[config.mk]
export PLATFORM = sky130hd
export DESIGN_NAME = fetch_queue
export DESIGN_NICKNAME = d
export VERILOG_FILES = /design/src/rtl/fetch_queue.sv
export SDC_FILE = /design/constraint.sdc
export NUM_CORES = 1
export LEC_CHECK = 0
export CAP_MARGIN = 20
export CORE_UTILIZATION = 55
export CTS_BUF_LIST = sky130_fd_sc_hd__clkbuf_8
export CTS_CLUSTER_DIAMETER = 40
export DETAILED_ROUTE_END_ITERATION = 7
export PLACE_DENSITY = 0.86
export RECOVER_POWER = 50
export SYNTH_ARGS = -nofsm -noshare
export SYNTH_HDL_FRONTEND = slang
export SYNTH_SLANG_ARGS = --single-unit
[constraint.sdc]
create_clock -name clk -period 4.6 [get_ports clk]
set_input_delay 0.92 -clock clk [delete_from_list [all_inputs] [get_ports clk]]
set_output_delay 0.92 -clock clk [all_outputs]
set_load 0.05 [all_outputs]
[src/rtl/fetch_queue.sv]
// Instruction-fetch front end: sequential PC generation, 1-cycle ROM read, small FIFO to the Decoder.
// Optional FETCH_BYPASS_EN: an empty queue forwards a returning word combinationally.
module fetch_queue #(
    parameter int                   DBITS               = 32,
    parameter int                   INST_BIT_WIDTH      = 32,
    parameter logic [DBITS-1:0]     START_PC            = 32'h40,
    parameter logic [DBITS-1:0]     INST_SIZE           = 32'd4,
    parameter int                   IMEM_ADDR_BIT_WIDTH = 11,
    parameter int                   DEPTH               = 4
) (
    input  logic                           clk,
    input  logic                           reset,
    output logic                           imemReq,
    output logic [IMEM_ADDR_BIT_WIDTH-1:0] imemAddr,
    input  logic [INST_BIT_WIDTH-1:0]      imemData,
    input  logic                           redirect,
    input  logic [DBITS-1:0]               redirectPc,
    output logic                           instValid,
    input  logic                           instReady,
    output logic [INST_BIT_WIDTH-1:0]      instWord,
    output logic [DBITS-1:0]               instPc,
    output logic [$clog2(DEPTH):0]         occupancy
);
    localparam int PW = $clog2(DEPTH);
    localparam int CW = PW + 1;

    logic [DBITS-1:0]          r_fetchPc;
    logic [DBITS-1:0]          r_reqPc;
    logic                      r_pending;
    logic [CW-1:0]             r_count;
    logic [PW-1:0]             r_rdPtr;
    logic [PW-1:0]             r_wrPtr;
    logic [INST_BIT_WIDTH-1:0] r_memWord [DEPTH];
    logic [DBITS-1:0]          r_memPc   [DEPTH];

    logic [CW:0] w_inUse;
    logic        w_issue;
    logic        w_ret;
    logic        w_bypass;
    logic        w_fifoValid;
    logic        w_pop;
    logic        w_popFifo;
    logic        w_push;

    // Credit = stored entries plus the word still in flight, so a return always has a slot.
    assign w_inUse     = {1'b0, r_count} + {{CW{1'b0}}, r_pending};
    assign w_issue     = !reset && !redirect && (w_inUse < (CW+1)'(DEPTH));
    assign w_ret       = r_pending && !redirect;
    assign w_fifoValid = (r_count != '0);

`ifdef FETCH_BYPASS_EN
    assign w_bypass = w_ret && (r_count == '0);
`else
    assign w_bypass = 1'b0;
`endif

    assign instValid = w_fifoValid || w_bypass;
    assign w_pop     = instValid && instReady;
    assign w_popFifo = w_pop && w_fifoValid;
    assign w_push    = w_ret && !(w_bypass && instReady);

    always_comb begin
        instWord = '0;
        instPc   = '0;
        if (w_fifoValid) begin
            instWord = r_memWord[r_rdPtr];
            instPc   = r_memPc[r_rdPtr];
        end else if (w_bypass) begin
            instWord = imemData;
            instPc   = r_reqPc;
        end
    end

    assign imemReq   = w_issue;
    assign imemAddr  = r_fetchPc[IMEM_ADDR_BIT_WIDTH+1:2];
    assign occupancy = r_count;

    always_ff @(posedge clk) begin
        if (reset) begin
            r_fetchPc <= START_PC;
            r_reqPc   <= '0;
            r_pending <= 1'b0;
            r_count   <= '0;
            r_rdPtr   <= '0;
            r_wrPtr   <= '0;
        end else if (redirect) begin
            // A same-cycle pop is the branch itself; everything younger is dropped.
            r_fetchPc <= redirectPc & ~DBITS'(3);
            r_pending <= 1'b0;
            r_count   <= '0;
            r_rdPtr   <= '0;
            r_wrPtr   <= '0;
        end else begin
            r_pending <= w_issue;
            if (w_issue) begin
                r_reqPc   <= r_fetchPc;
                r_fetchPc <= r_fetchPc + INST_SIZE;
            end
            if (w_push)
                r_wrPtr <= r_wrPtr + PW'(1);
            if (w_popFifo)
                r_rdPtr <= r_rdPtr + PW'(1);
            r_count <= r_count + CW'(w_push) - CW'(w_popFifo);
        end
    end

    always_ff @(posedge clk) begin
        if (!reset && w_push) begin
            r_memWord[r_wrPtr] <= imemData;
            r_memPc[r_wrPtr]   <= r_reqPc;
        end
    end

endmodule

# Word level (Yosys, flattened, before mapping)
# Memory sizes are Yosys's and may differ from the RTL's. A register that Yosys moved wholly into a read port is not among the register bits.
# Index checks and enable logic that the tools add are counted.
totals:
  word_cells: 39
  ramBits: 256
  reg_bits: 72
  inputBits: 68
  mem_count: 2
  out_inout_bits: 80
memory_table:
  columns: ["name", "words", "width", "rd", "rd_ports_with_merged_regs", "write_ports", "line_no", "rtl"]
  rows:
  - ["r_memPc", 4, 32, 1, 1, 1, "34", "logic [DBITS-1:0] r_memPc [DEPTH];"]
  - ["r_memWord", 4, 32, 1, 1, 1, "33", "logic [INST_BIT_WIDTH-1:0] r_memWord [DEPTH];"]
classes:
  bitwise_logic: 1
  n_lt_le_gt_ge: 1
  addsub: 6
  muxes: 10
  n_reduce_logical: 12
op_table:
  columns: ["cell", "n"]
  rows:
  - ["32-bit 2-to-1 mux", 4]
  - ["32-bit by 3-bit adder with 32-bit output (second input constant)", 1]
  - ["2-bit 2-to-1 mux", 4]
  - ["1-bit logical AND", 6]
  - ["2-bit by 1-bit adder with 2-bit output (second input constant)", 2]
  - ["3-bit by 1-bit adder with 4-bit output", 1]
  - ["4-bit by 3-bit < comparator with 1-bit output (second input constant)", 1]
  - ["3-bit by 1-bit adder with 3-bit output", 1]
  - ["3-bit nonzero test", 1]
  - ["3-bit by 1-bit subtractor with 3-bit output", 1]
  - ["1-bit zero test", 2]
  - ["1-bit 2-to-1 mux", 2]
  - ["2-bit AND reduction", 1]
  - ["2-bit nonzero test", 1]
  - ["2-bit OR reduction", 1]
  - ["1-bit NOT", 1]

# Longest topological paths before layout
depth:
  ltp_word: 5
  mapped_depth: 11

# Worst setup path before layout
# Ideal clock, no wire load.
synth_timing:
  path_kind: "input -> register"
  startpoint: "input port reset"
  endpoint: "memory r_memPc[0][10], enable pin"
  arrival_ns: 2.812
  path_buffers: 1
  required_time_ns: 4.173
  setup_ns: 0.427
  cell_stages: 3
  setup_slack_ns: 1.361
  cell_sequence: "clkbuf_1 nor2_1 and3_1"
synth_between:
  elab_chain_len: 4
synth_lines:
  columns: ["element", "line_no", "rtl"]
  rows:
  - ["start: declaration", "12", "input logic reset,"]
  - ["1-bit zero test", "108", "if (!reset && w_push) begin"]
  - ["1-bit logical AND", "108", null]
  - ["1-bit 2-to-1 mux", "108", null]
  - ["1-bit 2-to-1 mux (not written as such)", "110", "r_memPc[r_wrPtr] <= r_reqPc;"]
  - ["end: declaration", "34", null]
# Every way passes these cells.

==> run metrics <==
outcome finished with violations; failing checks capacitance limit, slew limit; Final Util 67.83%; Fin. Hold Viols 0; clock network fraction of total power 40.5%; Comb power frac 6.7%; Static Leak 5.186 nW; Vias 6938; Hold Crit Depth 2; pin count of the biggest net entering global routing 65; number of global-route vias before repair 7016; total I/O pin count 148; GPL Wtd Cong 0.7801; Max clock buf depth 3; H-tree depth 2; final wirelength 23.32 mm; synth unique cells 43; post-layout min period 3767 ps; TritonCTS clock tree yes; DRC viols 0; dpl ws 1202 ps; CP Cell Sequence buf_12, mux4_2, and2_1, clkdlybuf4s50_1; #FFs+latches synth 318; slowest stage cell on the critical path clkdlybuf4s50_1; Setup-failing EPs final 0; Async S/R FF share, synth 0%; synth-to-layout area growth 21.14%; Die Height 153.8 um; clock latency on the worst-skew pair 560 ps; Setup crit end kind primary output; Mapped Cells 792; Fillers 1508; Setup crit start kind flip-flop; Crit Path Max Fanout 43; Sw Pwr 1.329 mW; initial core utilization 55.99%; pins over their slew limit 59; post-synthesis sequential area ratio 69.80%; WP data required 3680 ps; Internal 4.673 mW; worst setup margin 832.6 ps; setup_tns 0 ps; Max Clock Freq 265.4 MHz; diode count 0; Clock Skew 25.96 ps; switching share of total power 22.15%; worst vdd ir 214.3 uV; Post-CTS Hold Buffers 0; gr usage total 20.45%; RSZ-0062 raised after global routing false; clock-pin slew on the worst setup and hold paths 60 ps; max incr delay on CP 700 ps; Avg WL per Cell 18.45 um; Via density 5.489; sequential share of power 52.9%; post-DP HPWL 14.31 mm; Die Wd 153.8 um; First-pass DRT Iterations 4; full die area 0.02366 mm2; warnings from Yosys 0; Worst Max-Slew Pin Slew 2271 ps; register area 0.008853 mm2; DRT iter0 DRCs 366; Worst slew margin -51.37%; Setup CP Type flip-flop to primary output; CP arrival 2850 ps; first-pass GRT wire length 37.14 mm; Site Rows 55; Antenna Nets Post-Route 0; overflow left after global routing 0; TritonCTS Buffers 49; Final Cycle Share 81.90%; top_reg_cell synth edfxtp_1; multi-input logic area 0.003448 mm2; Post-Syn Area 0.01268 mm2; initial antenna violation count 0; Max-cap violations 1; PwrDens 390.8 mW/mm2; Reg2Reg Depth 10; Core Region 0.02264 mm2; number of synthesized flops with an enable pin 248; syn avg cell area 16.01 um2; Post-CTS Setup Inserts 0; post-CTS sizing 0; root buffer cell clkbuf_8; port bufs 143; hold crit path type flip-flop to flip-flop; worst hold slack 482.0 ps; share of cells above drive strength 1 16.75%; clk sinks 318; Nets 1016
[layout make-up]
class,instances,area share (%)
clock buffer,55,4.929
clock inverter,36,1.866
inverter,11,0.2689
multi-input combinational,403,22.45
sequential,318,57.65
tap,285,2.322
timing repair buffer,156,10.51
[layer usage]
| layer | vias up | wire length, um | track usage, % | share of wire [%] |
|---|---|---|---|---|
| met1 | 3401 | 10050 | 26.74 | 43 |
| met2 | 229 | 11680 | 34.37 | 50 |
| li1 | 3276 | - | - | - |
| met4 | 0 | 345 | 6.571 | 1.5 |
| met3 | 32 | 1244 | 4.369 | 5.3 |
| met5 | - | 0 | 0 | 0 |
[cell usage after synthesis, drive strengths merged, types with 8 or more instances]
cell type / number / area share (%)
mux4: 62 / 11
a211oi: 18 / 1.1
dfxtp: 70 / 11
inv: 11 / 0.33
and2: 65 / 3.2
a21oi: 39 / 1.5
nand3: 8 / 0.32
edfxtp: 248 / 59
o21ai: 9 / 0.36
nand4: 12 / 0.69
xnor2: 19 / 1.3
nor4: 11 / 0.89
xor2: 13 / 0.90
buf: 29 / 1.7
and3: 8 / 0.40
clkbuf: 31 / 0.92
ha: 8 / 0.79
nand2: 78 / 2.3
nor2: 29 / 0.86
[worst max-delay path, delay by kind of cell, from the launching register on]
family	cells	cell delay (ps)
DFF	1	690
buffers and inverters	2	1030
and+or+nand+nor	1	180
muxes	1	380
[metrics by stage]
step	instance area, um2	total power [mW]	std cells
floorplan	12680	3.478	793
global placement	14300	3.627	1172
detailed placement	14300	3.635	1172
CTS	15350	6.062	1263
global route	15360	6.216	1264
finish	15360	6.002	1264
[worst paths after layout]
path | from | end | slack [ps]
hold / removal | r_fetchPc[31]$_SDFFE_PP0P_ | r_reqPc[31]$_SDFFE_PP0P_ | 480
setup reg to reg | occupancy[1]$_SDFF_PP0_ | occupancy[2]$_SDFF_PP0_ | 1830
setup / recovery | flip-flop | instPc[16] | 830
hold reg to reg | r_fetchPc[31]$_SDFFE_PP0P_ | r_reqPc[31]$_SDFFE_PP0P_ | 480
[kinds of logic (layout without fill, tap and decap cells)]
group                    count (synthesis)  after routing  synth area share, %
AND/OR/NAND/NOR                        225            225                9.504
AO/OA/AOI/OAI                           72             72                3.356
flip-flops                             318            318                69.80
XOR/XNOR                                32             32                2.211
adder cells (fa/ha/maj)                  9              9               0.9475
buffers and inverters                   72            258                3.060
other                                    1              2              0.02958
multiplexers                            63             63                11.09
[state kept, by name, indices dropped and copies added, names as in the netlist, named ones only]
| signal | cells |
|---|---|
| r_memPc | 120 |
| r_fetchPc | 30 |
| occupancy | 3 |
| r_memWord | 128 |
| r_pending | 1 |
| r_wrPtr | 2 |
| r_rdPtr | 2 |
| r_reqPc | 30 |
[power by group through the flow]
stage	clock network [mW]	logic, mW	registers [mW]
final	2.43	0.399	3.17
after global routing	2.61	0.428	3.18
after CTS	2.48	0.405	3.17
after detailed placement	0	0.403	3.23
after global placement	0	0.398	3.23
after floorplan	0	0.257	3.22
[cell usage in the layout, fill, tap and decap left out, types with 7 or more instances in the layout]
cell	synthesis	layout
a211oi_1	18	18
a21oi_1	39	39
and2_1	65	65
buf_12	0	8
clkbuf_8	0	55
clkdlybuf4s50_1	0	108
clkinv_1	0	10
clkinv_2	0	9
dfxtp_1	70	68
dlygate4sd3_1	0	33
edfxtp_1	248	248
ha_1	8	8
inv_1	11	21
mux4_2	62	62
nand2_1	78	78
nand3_1	8	8
nand4_1	10	10
nor2_1	29	29
nor4_2	7	7
o21ai_0	9	9
xnor2_1	19	19
xor2_1	13	13
Note: power is estimated with default switching activity, not from simulation.
